<file path="config.mk">
export PLATFORM = sky130hd
export DESIGN_NAME = multicycle_ctrl
export DESIGN_NICKNAME = d
export VERILOG_FILES = /design/src/rtl/cpu_ctrl_pkg.sv /design/src/rtl/mem_timeout_ctr.sv /design/src/rtl/multicycle_ctrl.sv
export SDC_FILE = /design/constraint.sdc
export NUM_CORES = 1
export LEC_CHECK = 0
export BUFFER_PORTS_ARGS = -buffer_cell sky130_fd_sc_hd__buf_4
export CAP_MARGIN = 20
export CORE_UTILIZATION = 40
export DETAILED_ROUTE_END_ITERATION = 10
export PLACE_DENSITY = 0.74
export SLEW_MARGIN = 20
export SYNTH_ARGS = -nofsm -noshare
export SYNTH_HDL_FRONTEND = slang
export SYNTH_SLANG_ARGS = --single-unit
</file>
<file path="constraint.sdc">
create_clock -name clk -period 7 [get_ports clk]
set_input_delay 1.4 -clock clk [delete_from_list [all_inputs] [get_ports clk]]
set_output_delay 1.4 -clock clk [all_outputs]
set_load 0.01 [all_outputs]
</file>
<file path="src/rtl/cpu_ctrl_pkg.sv">
// Shared types for the RV32I multi-cycle controller: FSM states, opcodes,
// mux select encodings and halt causes.
package cpu_ctrl_pkg;

  typedef enum logic [2:0] {
    IDLE   = 3'd0,
    FETCH  = 3'd1,
    DECODE = 3'd2,
    EXEC   = 3'd3,
    MEM    = 3'd4,
    WB     = 3'd5,
    HALT   = 3'd6
  } ctrl_state_e;

  localparam logic [6:0] OP_R      = 7'b0110011;
  localparam logic [6:0] OP_IMM    = 7'b0010011;
  localparam logic [6:0] OP_LOAD   = 7'b0000011;
  localparam logic [6:0] OP_STORE  = 7'b0100011;
  localparam logic [6:0] OP_BRANCH = 7'b1100011;
  localparam logic [6:0] OP_LUI    = 7'b0110111;
  localparam logic [6:0] OP_AUIPC  = 7'b0010111;
  localparam logic [6:0] OP_JAL    = 7'b1101111;
  localparam logic [6:0] OP_JALR   = 7'b1100111;
  localparam logic [6:0] OP_SYSTEM = 7'b1110011;

  // Instruction fetches are always full words.
  localparam logic [2:0] FETCH_SIZE = 3'b010;

  typedef enum logic [1:0] {
    PC_PLUS4   = 2'b00,
    PC_IMM     = 2'b01,
    PC_RS1_IMM = 2'b10
  } pc_sel_e;

  typedef enum logic [1:0] {
    WB_ALU = 2'b00,
    WB_MEM = 2'b01,
    WB_PC4 = 2'b10,
    WB_IMM = 2'b11
  } wb_sel_e;

  typedef enum logic [1:0] {
    ERR_NONE     = 2'b00,
    ERR_TIMEOUT  = 2'b01,
    ERR_ILLEGAL  = 2'b10,
    ERR_MISALIGN = 2'b11
  } err_e;

  function automatic logic is_exec_op(input logic [6:0] op);
    case (op)
      OP_R, OP_IMM, OP_LOAD, OP_STORE, OP_BRANCH,
      OP_LUI, OP_AUIPC, OP_JAL, OP_JALR: return 1'b1;
      default:                           return 1'b0;
    endcase
  endfunction

endpackage

</file>
<file path="src/rtl/mem_timeout_ctr.sv">
// Memory wait watchdog: down-counter reloaded on clear, expired at terminal
// count zero. LIMIT=0 disables expiry entirely.
module mem_timeout_ctr #(
  parameter int unsigned LIMIT = 255
) (
  input  logic clk,
  input  logic rst_n,
  input  logic clr,
  input  logic en,
  output logic expired
);

  localparam int unsigned CW = (LIMIT > 1) ? $clog2(LIMIT) : 1;
  localparam logic [CW-1:0] LOAD = (LIMIT == 0) ? '0 : CW'(LIMIT - 1);

  logic [CW-1:0] cnt;

  always_ff @(posedge clk or negedge rst_n) begin
    if (!rst_n) begin
      cnt <= LOAD;
    end else if (clr) begin
      cnt <= LOAD;
    end else if (en && (cnt != '0)) begin
      cnt <= cnt - CW'(1);
    end
  end

  assign expired = (LIMIT != 0) && (cnt == '0);

endmodule

</file>
<file path="src/rtl/multicycle_ctrl.sv">
// RV32I multi-cycle control FSM (fetch/decode/execute/memory/writeback).
// Optional perf counters (cycle_cnt, instret_cnt) with MULTICYCLE_CTRL_PERF_EN.
module multicycle_ctrl
  import cpu_ctrl_pkg::*;
#(
  parameter int unsigned MEM_TIMEOUT  = 255,
  parameter logic [1:0]  RESET_PC_SEL = 2'b00
) (
  input  logic        clk,
  input  logic        rst_n,
  input  logic        start,
  input  logic [6:0]  opcode,
  input  logic [2:0]  funct3,
  input  logic        branch_taken,
  input  logic        addr_misaligned,
  input  logic        mem_ready,
  output logic        mem_req,
  output logic        mem_we,
  output logic        mem_is_fetch,
  output logic [2:0]  mem_size,
  output logic        ir_we,
  output logic        pc_we,
  output logic [1:0]  pc_sel,
  output logic        alu_a_sel,
  output logic        rf_we,
  output logic [1:0]  wb_sel,
  output logic [2:0]  state,
  output logic        halt,
  output logic [1:0]  err
`ifdef MULTICYCLE_CTRL_PERF_EN
  ,
  output logic [31:0] cycle_cnt,
  output logic [31:0] instret_cnt
`endif
);

  // state  | meaning
  // IDLE   | waiting for start
  // FETCH  | instruction read on the memory port, latch IR on ready
  // DECODE | classify opcode, trap SYSTEM / illegal
  // EXEC   | ALU op; branches resolve here, loads/stores check alignment
  // MEM    | data access on the memory port
  // WB     | register file write and PC update
  // HALT   | stopped with cause in err until reset

  ctrl_state_e state_q, state_d;
  err_e        err_q, err_d;
  logic        tmo_wait, tmo_clr, tmo_en, tmo_expired;

  always_ff @(posedge clk or negedge rst_n) begin
    if (!rst_n) begin
      state_q <= IDLE;
      err_q   <= ERR_NONE;
    end else begin
      state_q <= state_d;
      err_q   <= err_d;
    end
  end

  // Counter runs only while a request is stalled; any state change reloads it.
  assign tmo_wait = (state_q == FETCH) || (state_q == MEM);
  assign tmo_en   = tmo_wait && !mem_ready;
  assign tmo_clr  = !tmo_en || (state_d != state_q);

  mem_timeout_ctr #(
    .LIMIT (MEM_TIMEOUT)
  ) u_tmo (
    .clk     (clk),
    .rst_n   (rst_n),
    .clr     (tmo_clr),
    .en      (tmo_en),
    .expired (tmo_expired)
  );

  always_comb begin
    state_d      = state_q;
    err_d        = err_q;
    mem_req      = 1'b0;
    mem_we       = 1'b0;
    mem_is_fetch = 1'b0;
    mem_size     = 3'b000;
    ir_we        = 1'b0;
    pc_we        = 1'b0;
    pc_sel       = PC_PLUS4;
    alu_a_sel    = 1'b0;
    rf_we        = 1'b0;
    wb_sel       = WB_ALU;
    halt         = 1'b0;
    case (state_q)
      IDLE: begin
        pc_sel = RESET_PC_SEL;
        if (start) state_d = FETCH;
      end
      FETCH: begin
        mem_req      = 1'b1;
        mem_is_fetch = 1'b1;
        mem_size     = FETCH_SIZE;
        if (mem_ready) begin
          ir_we   = 1'b1;
          state_d = DECODE;
        end else if (tmo_expired) begin
          state_d = HALT;
          err_d   = ERR_TIMEOUT;
        end
      end
      DECODE: begin
        if (opcode == OP_SYSTEM) begin
          state_d = HALT;
          err_d   = ERR_NONE;
        end else if (!is_exec_op(opcode)) begin
          state_d = HALT;
          err_d   = ERR_ILLEGAL;
        end else begin
          state_d = EXEC;
        end
      end
      EXEC: begin
        if ((opcode == OP_LOAD) || (opcode == OP_STORE)) begin
          if (addr_misaligned) begin
            state_d = HALT;
            err_d   = ERR_MISALIGN;
          end else begin
            state_d = MEM;
          end
        end else if (opcode == OP_BRANCH) begin
          pc_we   = 1'b1;
          pc_sel  = branch_taken ? PC_IMM : PC_PLUS4;
          state_d = FETCH;
        end else begin
          alu_a_sel = (opcode == OP_AUIPC);
          state_d   = WB;
        end
      end
      MEM: begin
        mem_req  = 1'b1;
        mem_we   = (opcode == OP_STORE);
        mem_size = funct3;
        if (mem_ready) begin
          if (opcode == OP_STORE) begin
            pc_we   = 1'b1;
            state_d = FETCH;
          end else begin
            state_d = WB;
          end
        end else if (tmo_expired) begin
          state_d = HALT;
          err_d   = ERR_TIMEOUT;
        end
      end
      WB: begin
        rf_we   = 1'b1;
        pc_we   = 1'b1;
        state_d = FETCH;
        case (opcode)
          OP_LOAD: wb_sel = WB_MEM;
          OP_LUI:  wb_sel = WB_IMM;
          OP_JAL: begin
            wb_sel = WB_PC4;
            pc_sel = PC_IMM;
          end
          OP_JALR: begin
            wb_sel = WB_PC4;
            pc_sel = PC_RS1_IMM;
          end
          default: wb_sel = WB_ALU;
        endcase
      end
      HALT: begin
        halt = 1'b1;
      end
      default: begin
        state_d = IDLE;
      end
    endcase
  end

  assign state = state_q;
  assign err   = err_q;

`ifdef MULTICYCLE_CTRL_PERF_EN
  always_ff @(posedge clk or negedge rst_n) begin
    if (!rst_n) begin
      cycle_cnt   <= 32'd0;
      instret_cnt <= 32'd0;
    end else begin
      if ((state_q != IDLE) && (state_q != HALT)) cycle_cnt <= cycle_cnt + 32'd1;
      if (pc_we) instret_cnt <= instret_cnt + 32'd1;
    end
  end
`endif

endmodule

</file>
* Yosys cells after proc, flatten, opt, wreduce, memory -nomap -nowiden
Index checks and enable logic that the tools add are counted.
** Word-level totals
- Bits of input ports :: 16
- Register bits after elaboration :: 13
- Memory bits (read-only) :: 0
- Bits in latches :: 0
- Memories kept :: 0
- Word-level logic and storage cells :: 88
- Bits in writable memories :: 0
** Operators by class
- Div/mod/pow operators :: 0
- Eq/ne operators :: 22
- $add $sub $neg :: 1
- Order comparisons :: 0
- Multipliers :: 0
- Shift operators :: 0
- Bitwise logic cells :: 0
- Mux-type cells :: 46
- Reductions and logical operators :: 16
** Operators with widths (number)
- == test 7 bit (second input constant) :: 4
- 2-to-1 mux 3 bit :: 9
- == test 7 x 6 -> 1 bit (second input constant) :: 3
- case mux 3 bit (7 select lines) :: 1
- 2-to-1 mux 1 bit :: 20
- 2-to-1 mux 2 bit :: 8
- 2-to-1 mux 8 bit :: 2
- == test 7 x 5 -> 1 bit (second input constant) :: 2
- case mux 2 bit (3 select lines) :: 2
- == test 3 bit (second input constant) :: 3
- OR reduction 9 bit :: 1
- logical NOT 8 bit :: 1
- case mux 2 bit (2 select lines) :: 2
- nonzero test 8 bit :: 1
- subtractor 8 x 1 -> 8 bit (second input constant) :: 1
- == test 7 x 2 -> 1 bit (second input constant) :: 1
- == test 3 x 2 -> 1 bit (second input constant) :: 2
- inequality test 2 bit (second input constant) :: 3
- case mux 3 bit (2 select lines) :: 1
- AND reduction 6 bit :: 1
- OR reduction 2 bit :: 2
- == test 3 x 1 -> 1 bit (second input constant) :: 1
- logical NOT 3 bit :: 1
- logical OR 1 bit :: 3
- 8 further kinds :: 10

* Logic depth before layout (Yosys ltp)
Gate-level depths: netlist (run 1).
- Depth in word-level cells :: 11
- Mapped depth :: 8

* By module
From an unflattened synthesis (run 1), not the netlist that was laid out.
** Second synthesis, totals
- Cell total of the unflattened synthesis :: 139
- Area, all modules :: 1146.1 µm²
** Modules (own cells, without submodules)
- multicycle_ctrl :: times used 1, area an instance 665.6 µm², cells each 92, sequential area each 125.1 µm²
- mem_timeout_ctr :: times used 1, area an instance 480.5 µm², cells each 47, sequential area each 209.0 µm²

* Least setup slack after synthesis (run 1)
No wires, ideal clock.
- Path kind :: input to output
- Start point :: in opcode[2]
- End point :: out pc_we
- Path slack :: 3.167 ns
- Required time :: 5.600 ns
- Path buffers :: 0
- Stages on the path :: 4
- Data arrival time :: 2.433 ns
- Path through :: nand4bb_1 -> nor3_1 -> and3_1 -> a211o_1
** On the way
- Cells in the longest elaborated chain, start to end :: 4
- Elaborated cells between the ends (all ways) :: 9
- Classes of those cells :: 3 x eq/ne; 5 x mux; 1 x reduce/logical
** Ends and longest elaborated chain
- start, declared :: line multicycle_ctrl.sv:12 : input logic [6:0] opcode,
- == test 7 x 6 -> 1 bit, or another cell as far along :: line multicycle_ctrl.sv:118, multicycle_ctrl.sv:139
- 2-to-1 mux 1 bit, or another cell as far along :: line multicycle_ctrl.sv:139 : if (opcode == OP_STORE) begin
- 2-to-1 mux 1 bit (on tied branches) :: line multicycle_ctrl.sv:138, multicycle_ctrl.sv:118
- case mux 1 bit (3 select lines) * :: line multicycle_ctrl.sv:89 : case (state_q)
- end, declared :: line multicycle_ctrl.sv:22 : output logic pc_we,
Mark *: on every way between the ends. The rest lies on a longest branch, timed or not.

* Final worst setup path (run 1)
Ends and elaborated chain as after synthesis.

==> results.sh, run 1 <==
export IMPL_drt_iter0_drc=12
export IMPL_switching_share=0.420
export IMPL_clock_path_buffers=2
export IMPL_numPortBuffers=35
export IMPL_track_usage=0.193
export IMPL_ctsHoldBuffers=0
export IMPL_worstMarginPinSlew_ns=0.931
export IMPL_clockRootBuffer="clkbuf_4"
export IMPL_slew_violations=0
export IMPL_clkPwrFrac=0.120
export IMPL_cts_tree="done"
export IMPL_rows=17
export IMPL_grt_pass1_wl_mm=3.88
export IMPL_fmax_mhz=242
export IMPL_fp_dieW_um=52.4
export IMPL_switchingPower_uw=156
export IMPL_yosys_area_top_type="dfstp_2"
export IMPL_hold_violations=0
export IMPL_netlist_area_um2=1020
export IMPL_status="finished clean"
export IMPL_clkTransAtPathRegs_ns=0.07
export IMPL_final_common_cell="buf_4"
export IMPL_end_kind="output port"
export IMPL_cts_sink_count=13
export IMPL_ant_nets=0
export IMPL_yosysUniqueCellTypes=41
export IMPL_rsz0062_at_grt="false"
export IMPL_fill_cells=210
export IMPL_nNetsFinal=172
export IMPL_share_comb_of_total_power=0.529
export IMPL_dr_pass1_iters=4
export IMPL_yosys_register_bits=13
export IMPL_ff2ff_setup_slack_ns=4.66
export IMPL_fp_dieArea_um2=2750
export IMPL_cap_viol_max_count=0
export IMPL_antenna_found_initial=0
export IMPL_cts_max_level=1
export IMPL_layout_setup_ws_ns=2.86
export IMPL_core_area_um2=2300
export IMPL_syn_area_per_cell_um2=8.62
export IMPL_fin_tns_setup_ns=0
export IMPL_finalSetupViolations=0
export IMPL_dp_slack_ns=2.89
export IMPL_yosys_area_top_type_share=0.181
export IMPL_ir_drop_uv=149
export IMPL_p_total_uw=371
export IMPL_gp_congestion=0.894
export IMPL_wl_mm=2.33
export IMPL_start_kind="input port"
export IMPL_yosysWarnings=0
export IMPL_grt_pass1_vias=918
export IMPL_hold_path_class="reg -> reg"
export IMPL_worstPathArrival_ns=2.74
export IMPL_dp_final_hpwl_mm=1.90
export IMPL_fp_dieH_um=52.4
export IMPL_powerDensity_nw_per_um2=286
export IMPL_seq_power_share=0.351
export IMPL_grt_ovfl_total=0
export IMPL_vias=981
export IMPL_area_delta_synth_final_pct=27.7
export IMPL_cp_startpoint="opcode[2]"
export IMPL_drc=0
export IMPL_placed_cells=177
export IMPL_p_leak_nw=0.558
export IMPL_ctsResizeCount=0
export IMPL_finClkSkew_ns=0.00463
export IMPL_finalCriticalPeriod_ns=4.14
export IMPL_drive_above_1_share=0.327
export IMPL_synthCells=118
export IMPL_final_cells=181
export IMPL_via_per_inst=5.42
export IMPL_reg2reg_from="u_tmo.cnt[3]"
export IMPL_power_internal_uw=215
export IMPL_ys_seq_area_frac=0.328
export IMPL_yosys_top_cells_area="dfstp_2 (18%), dfrtp_1 (15%), nor2_1 (4.8%)"
export IMPL_critPathKind="in -> out"
export IMPL_ios=36
export IMPL_grt_max_degree=14
export IMPL_worstPathMaxFanout=6
export IMPL_holdCritStartpoint="err[1]"
export IMPL_post_cts_setup_buffers=0
export IMPL_detail_route_wl_per_cell_um=12.9
export IMPL_syn_nets=136
export IMPL_antennaDiodeCount=0
export IMPL_required_ns=5.60
export IMPL_relSlewSlack=0.363
export IMPL_cts_buffers=3
export IMPL_start_util=0.443
export IMPL_clock_latency_ns=0.27
export IMPL_most_common_layout_cells="buf_4 (35), nor2_1 (13), nand2_1 (9), nor3_1 (9)"
export IMPL_finalCritPeriodShare=0.591
[path summary, 6_finish.rpt]
check / end / cells past startpoint
hold reg to reg: err[1] / 1
max in group asynchronous: u_tmo.cnt[5] / 1
setup reg to reg: err[1] / 5
hold / removal: err[1] / 1
min in group asynchronous: u_tmo.cnt[0] / 1
setup / recovery: pc_we / 6
[routing by layer]
layer / GRT usage / routed length, um / up-vias / share of wire
met3: 0.0377 / 120 / 6 / 0.052
met2: 0.306 / 1050 / 32 / 0.45
met1: 0.245 / 1100 / 446 / 0.47
li1: - / - / 497 / -
met5: 0 / 0 / - / 0
met4: 0.105 / 55 / 0 / 0.024
[per-stage QoR]
stage | utilization | area (um2) | hold WS [ns]
after floorplan | - | 1020 | 0.503
after global placement | 0.554 | 1270 | 0.492
after detailed placement | 0.554 | 1270 | 0.495
after CTS | 0.565 | 1300 | 0.511
after global routing | 0.565 | 1300 | 0.536
final | 0.565 | 1300 | 0.500
[power by group through the flow]
stage	Combinational, mW	Sequential, mW	Clock, mW
floorplan	0.146	0.116	0
global placement	0.194	0.131	0
detailed placement	0.197	0.131	0
CTS	0.198	0.130	0.0471
global route	0.220	0.135	0.0504
finish	0.196	0.130	0.0445
[registers in the layout, summed over array words and instances (netlist names)]
name	flops
u_tmo.cnt	8
err	2
state	3
[cell families after synthesis]
group | synth area share
multiplexers | 0.0308
adder cells (fa/ha/maj) | 0.0246
AO/OA/AOI/OAI | 0.170
buffers and inverters | 0.0677
AND/OR/NAND/NOR | 0.344
XOR/XNOR | 0.0344
flip-flops | 0.328
[layout make-up]
| cell class | instances | area, um2 | area share |
|---|---|---|---|
| multi-input cells | 94 | 614 | 0.473 |
| flip-flops and latches | 13 | 334 | 0.257 |
| repair buffers | 35 | 263 | 0.202 |
| well taps | 28 | 35.0 | 0.0270 |
| clock buffers | 4 | 26.3 | 0.0202 |
| inverters | 7 | 26.3 | 0.0202 |
[cells in the mapped netlist]
master and n:
a21oi_2 1, clkbuf_8 2, nor3_1 9, dfrtp_1 6, and3_1 2, a211oi_1 1
a221oi_2 1, dfstp_2 7, o32a_1 1, or2b_1 1, nor3b_1 1, nand3b_1 2
o21ai_0 7, nand4bb_1 2, clkbuf_1 1, nand3_1 4, a2111oi_0 2, o21a_1 2
nor4_4 1, xor2_1 2, and2_1 4, a2bb2oi_1 1, and2b_2 1, or2b_2 1
or4_1 2, nand2b_1 5, ha_1 2, buf_6 1, nor2_1 13, nor4_1 3
o21bai_1 1, mux2i_1 2, a41oi_1 1, a21oi_1 4, a211o_1 1, o211a_1 1
or3b_1 1, xnor2_1 2, inv_1 7, nand2_1 9, mux2_1 1
[critical path, cell delays in order]
cell,delay [ns]
buf_4,0.13
nand4bb_1,0.28
nor3_1,0.44
and3_1,0.25
a211o_1,0.13
buf_4,0.11
No activity file was read; power rests on OpenSTA's default activity.
==> run 2: changes to the inputs <==
--- a/config.mk
+++ b/config.mk
@@ -9,7 +9,7 @@
 export CAP_MARGIN = 20
 export CORE_UTILIZATION = 40
 export DETAILED_ROUTE_END_ITERATION = 10
-export PLACE_DENSITY = 0.74
+export PLACE_DENSITY = 0.77
 export SLEW_MARGIN = 20
 export SYNTH_ARGS = -nofsm -noshare
 export SYNTH_HDL_FRONTEND = slang
==> constraint.sdc (replaced) <==
create_clock -name clk -period 3.7 [get_ports clk]
set_input_delay 0.74 -clock clk [delete_from_list [all_inputs] [get_ports clk]]
set_output_delay 0.74 -clock clk [all_outputs]
set_load 0.01 [all_outputs]
==> results.sh, run 2 (synthesized netlist as in run 1, its figures left out) <==
export IMPL_clock_latency_ns=0.27
export IMPL_worstMarginPinSlew_ns=0.688
export IMPL_worstPathArrival_ns=2.09
export IMPL_drt_iter0_drc=25
export IMPL_clockRootBuffer="clkbuf_4"
export IMPL_dr_pass1_iters=4
export IMPL_slew_violations=0
export IMPL_cts_buffers=3
export IMPL_switching_share=0.420
export IMPL_start_util=0.443
export IMPL_switchingPower_uw=295
export IMPL_clock_path_buffers=2
export IMPL_dp_final_hpwl_mm=1.86
export IMPL_grt_pass1_vias=886
export IMPL_post_cts_setup_buffers=0
export IMPL_fin_area_um2=1300
export IMPL_nNetsFinal=172
export IMPL_fmax_mhz=353
export IMPL_rows=17
export IMPL_antenna_found_initial=0
export IMPL_seq_power_share=0.351
export IMPL_final_common_cell="buf_4"
export IMPL_fp_dieH_um=52.4
export IMPL_drive_above_1_share=0.327
export IMPL_seqCellArea_um2=334
export IMPL_top_register="u_tmo.cnt"
export IMPL_gp_congestion=0.935
export IMPL_relSlewSlack=0.540
export IMPL_fp_dieArea_um2=2750
export IMPL_multi_input_area_um2=616
export IMPL_fin_util=0.566
export IMPL_area_delta_synth_final_pct=27.8
export IMPL_clkPwrFrac=0.124
export IMPL_drc=0
export IMPL_clkTransAtPathRegs_ns=0.08
export IMPL_p_leak_nw=0.558
export IMPL_detail_route_wl_per_cell_um=13.0
export IMPL_powerDensity_nw_per_um2=540
export IMPL_largest_reg_flops=8
export IMPL_end_kind="output port"
export IMPL_vias=1005
export IMPL_place_area_um2=1270
export IMPL_finalCritPeriodShare=0.766
export IMPL_cts_tree="done"
export IMPL_numPortBuffers=35
export IMPL_track_usage=0.188
export IMPL_ctsResizeCount=0
export IMPL_cap_viol_max_count=0
export IMPL_antennaDiodeCount=0
export IMPL_grt_pass1_wl_mm=3.80
export IMPL_ctsHoldBuffers=0
export IMPL_via_per_inst=5.55
export IMPL_critPathKind="in -> out"
export IMPL_finClkSkew_ns=0.000956
export IMPL_required_ns=2.96
export IMPL_cts_sink_count=13
export IMPL_core_area_um2=2300
export IMPL_ant_nets=0
export IMPL_hold_violations=0
export IMPL_worstPathMaxFanout=6
export IMPL_ios=36
export IMPL_rsz0062_at_grt="false"
export IMPL_grt_max_degree=14
export IMPL_holdWs_ns=0.291
export IMPL_hold_path_class="in -> async"
export IMPL_ir_drop_uv=367
export IMPL_fp_dieW_um=52.4
export IMPL_power_internal_uw=407
export IMPL_status="finished clean"
export IMPL_cts_max_level=1
export IMPL_wl_mm=2.35
export IMPL_finalSetupViolations=0
export IMPL_fill_cells=214
export IMPL_grt_ovfl_total=0
export IMPL_share_comb_of_total_power=0.525
export IMPL_finalCriticalPeriod_ns=2.83
export IMPL_fin_tns_setup_ns=0
export IMPL_start_kind="input port"
export IMPL_most_common_layout_cells="buf_4 (35), nor2_1 (13), nand2_1 (9), nor3_1 (9)"
-- run 2: cell counts in the layout (fill, tap and decap cells not counted) --
No cell type changed its count.
-- run 2: layout make-up --
cell class | instances | area share
inverter | 7 | 0.0202
multi-input combinational | 94 | 0.474
sequential | 13 | 0.257
tap | 28 | 0.0269
clock buffer | 4 | 0.0202
timing repair buffer | 35 | 0.202
-- run 2: power by group through the flow --
| stage | Combinational, mW | Sequential [mW] | Clock (mW) |
|---|---|---|---|
| final | 0.369 | 0.246 | 0.0872 |
| after floorplan | 0.276 | 0.220 | 0 |
| after global routing | 0.407 | 0.254 | 0.0959 |
| after global placement | 0.366 | 0.246 | 0 |
| after CTS | 0.372 | 0.244 | 0.0892 |
| after detailed placement | 0.371 | 0.247 | 0 |
-- run 2: final timing paths --
check | start | to | slack [ns] | cells past startpoint
worst max-delay path | opcode[2] | pc_we | 0.87 | 6
worst min-delay path | rst_n | err[1] | 0.29 | 1
worst max register to register | u_tmo.cnt[3] | err[1] | 1.34 | 5
worst min register to register | err[1] | err[1] | 0.51 | 1
max in group asynchronous | rst_n | u_tmo.cnt[7] | 3.18 | 1
min in group clk | err[1] | err[1] | 0.51 | 1
-- run 2: critical path, cell delays in order --
cell	delay [ns]
buf_4	0.13
nand4bb_1	0.29
nor3_1	0.44
and3_1	0.25
a211o_1	0.13
buf_4	0.11
-- run 2: routing by layer --
layer,wire length [um],global-route usage
met1,1100,0.246
met2,1060,0.302
met3,134,0.0261
met4,49,0.0877
met5,0,0
-- run 2: through the flow --
stage | setup WS [ns] | cells | power, mW
final | 0.866 | 181 | 0.702
after global routing | 0.736 | 181 | 0.757
after CTS | 0.904 | 181 | 0.706
after detailed placement | 0.909 | 177 | 0.618
after global placement | 0.951 | 177 | 0.612
after floorplan | 1.19 | 118 | 0.495
==> run 3: changes to the inputs <==
--- a/config.mk
+++ b/config.mk
@@ -5,11 +5,12 @@
 export SDC_FILE = /design/constraint.sdc
 export NUM_CORES = 1
 export LEC_CHECK = 0
+export ABC_AREA = 1
 export BUFFER_PORTS_ARGS = -buffer_cell sky130_fd_sc_hd__buf_4
 export CAP_MARGIN = 20
 export CORE_UTILIZATION = 40
 export DETAILED_ROUTE_END_ITERATION = 10
-export PLACE_DENSITY = 0.77
+export PLACE_DENSITY = 0.74
 export SLEW_MARGIN = 20
 export SYNTH_ARGS = -nofsm -noshare
 export SYNTH_HDL_FRONTEND = slang
==> constraint.sdc (replaced) <==
create_clock -name clk -period 2.7 [get_ports clk]
set_input_delay 0.54 -clock clk [delete_from_list [all_inputs] [get_ports clk]]
set_output_delay 0.54 -clock clk [all_outputs]
set_load 0.01 [all_outputs]
==> results.sh, run 3 <==
export IMPL_cts_buffers=3
export IMPL_critPathKind="reg -> out"
export IMPL_fp_dieArea_um2=2910
export IMPL_top_register="u_tmo.cnt"
export IMPL_worstPathArrival_ns=1.64
export IMPL_yosys_top_cells_area="dfstp_2 (17%), dfrtp_1 (14%), nand2_1 (12%)"
export IMPL_hold_path_class="in -> async"
export IMPL_clkTransAtPathRegs_ns=0.07
export IMPL_r2r_end="err[1]"
export IMPL_finClkSkew_ns=0.00146
export IMPL_slew_violations=0
export IMPL_top_usage_layer="met2"
export IMPL_finalCriticalPeriod_ns=2.18
export IMPL_grt_pass1_vias=1084
export IMPL_ff2ff_setup_slack_ns=1.12
export IMPL_grt_max_degree=14
export IMPL_antenna_found_initial=0
export IMPL_synth_compound_area_frac=0.0974
export IMPL_gp_congestion=0.820
export IMPL_yosys_area_top_type="dfstp_2"
export IMPL_ctsHoldBuffers=0
export IMPL_layout_setup_ws_ns=0.516
export IMPL_required_ns=2.16
export IMPL_status="finished clean"
export IMPL_placed_cells=230
export IMPL_wl_mm=2.58
export IMPL_synthMuxAreaShare=0
export IMPL_rows=18
export IMPL_fmax_mhz=458
export IMPL_ys_flop_type="dfstp_2"
export IMPL_dp_slack_ns=0.624
export IMPL_via_per_inst=5.15
export IMPL_clockRootBuffer="clkbuf_4"
export IMPL_yosysWarnings=0
export IMPL_finalCritPeriodShare=0.809
export IMPL_ant_nets=0
export IMPL_end_kind="output port"
export IMPL_vias=1206
export IMPL_detail_route_wl_per_cell_um=11.0
export IMPL_most_common_layout_cells="nand2_1 (35), buf_4 (35), nor2_1 (31), inv_1 (25), nand3_1 (16)"
export IMPL_area_delta_synth_final_pct=30.3
export IMPL_yosysUniqueCellTypes=31
export IMPL_worstPathMaxFanout=7
export IMPL_holdWs_ns=0.0965
export IMPL_nNetsFinal=223
export IMPL_relSlewSlack=0.773
export IMPL_hold_violations=0
export IMPL_cp_slowest_cell="dfrtp_1"
export IMPL_synth_edff_count=0
export IMPL_post_cts_setup_buffers=0
export IMPL_async_reset_ff_frac=1.00
export IMPL_grt_met2_usage=0.362
export IMPL_synthSimpleGateAreaFrac=0.456
export IMPL_synth_fa_ha_area_frac=0.0232
export IMPL_cts_max_level=1
export IMPL_fin_tns_setup_ns=0
export IMPL_largest_reg_flops=8
export IMPL_synthCells=165
export IMPL_worstMarginPinSlew_ns=0.340
export IMPL_fin_util=0.557
export IMPL_ctsResizeCount=0
export IMPL_dr_pass1_iters=4
export IMPL_synth_top_family_by_area="simple AND/OR/NAND/NOR gates"
export IMPL_synth_most_common_cell="nand2_1"
export IMPL_antennaDiodeCount=0
export IMPL_crit_chain="inv_2 > nand3_1 > inv_1 > nand2_1 > o211ai_1 > buf_4"
export IMPL_drt_iter0_drc=41
export IMPL_numPortBuffers=35
export IMPL_final_cells=234
export IMPL_reg2reg_from="u_tmo.cnt[0]"
export IMPL_track_usage=0.200
export IMPL_worst_r2r_cell_count=9
export IMPL_ios=36
export IMPL_grt_ovfl_total=0
export IMPL_netlist_area_um2=1080
export IMPL_grt_pass1_wl_mm=4.30
export IMPL_p_leak_nw=0.736
export IMPL_gr_usage_met1=0.242
export IMPL_fp_dieW_um=53.9
export IMPL_clock_path_buffers=2
export IMPL_slowest_delay_ns=0.45
export IMPL_cts_tree="done"
export IMPL_cts_sink_count=13
export IMPL_syn_area_per_cell_um2=6.54
export IMPL_drc=0
export IMPL_syn_nets=183
export IMPL_start_kind="flip-flop"
export IMPL_cap_viol_max_count=0
export IMPL_dp_final_hpwl_mm=2.14
export IMPL_powerDensity_nw_per_um2=796
export IMPL_synth_xor_area_frac=0.00812
export IMPL_core_area_um2=2520
export IMPL_drive_above_1_share=0.294
export IMPL_finalSetupViolations=0
export IMPL_ir_drop_uv=440
export IMPL_yosys_register_bits=13
export IMPL_start_util=0.428
export IMPL_clock_latency_ns=0.27
export IMPL_fp_dieH_um=53.9
export IMPL_ys_seq_area_frac=0.310
export IMPL_met3_usage=0.0311
export IMPL_rsz0062_at_grt="false"
export IMPL_yosys_area_top_type_share=0.171
export IMPL_yosys_top_cells_count="nand2_1 (35), nor2_1 (31), inv_1 (25), nand3_1 (16), dfstp_2 (7)"
## run 3: cell types whose count changed in the layout (fill, tap and decap cells not counted), moves of 4 or more
cell and change:
nor3_1 -6, nand3_1 +12, nor2_1 +18, inv_2 +4, nand2b_1 -5, inv_1 +18, and2_1 -4, nand2_1 +26
## run 3: metrics by stage
stage	area (um2)	power, mW
floorplan	1080	0.763
global placement	1380	0.989
detailed placement	1380	1.00
CTS	1410	1.13
global route	1410	1.22
finish	1410	1.12
## run 3: cells by family (layout without fill, tap and decap cells)
group | count (synthesis) | after routing
fa+ha+maj | 2 | 2
xor+xnor | 1 | 1
simple gates | 101 | 101
buf+inv | 30 | 69
compound gates | 18 | 18
flops | 13 | 13
## run 3: worst max path at each step
stage / slack (ns) / cells past startpoint / end / startpoint
final: 0.52 / 6 / pc_we / state[2]
after floorplan: 0.92 / 4 / pc_sel[1] / state[0]
after detailed placement: 0.62 / 9 / pc_we / opcode[4]
after global placement: 0.68 / 9 / pc_we / opcode[4]
after global routing: 0.39 / 6 / pc_we / state[2]
after CTS: 0.50 / 6 / pc_we / state[2]
## run 3: layout make-up
type | count | area [um2]
sequential | 13 | 334
tap | 30 | 37.5
timing repair buffer | 35 | 263
fill | 241 | 1120
clock buffer | 4 | 26.3
inverter | 30 | 114
multi-input combinational | 122 | 631
## run 3: power breakdown
part / leakage, nW / total (mW) / internal, mW / switching, mW
clock network: 0.0150 / 0.117 / 0.0572 / 0.0602
logic: 0.570 / 0.685 / 0.283 / 0.402
registers: 0.150 / 0.315 / 0.254 / 0.0614
total: 0.736 / 1.12 / 0.594 / 0.523
## run 3: worst max-delay path: cells and delay by family (launching register included)
kind	cells	cell delay, ns
compound gates	1	0.09
buf+inv	3	0.51
simple gates	2	0.32
flops	1	0.45
## run 3: per-layer routing
layer | share of wire | vias up
met5 | 0 | -
met3 | 0.049 | 5
met1 | 0.42 | 556
met4 | 0.014 | 0
met2 | 0.52 | 37
li1 | - | 608
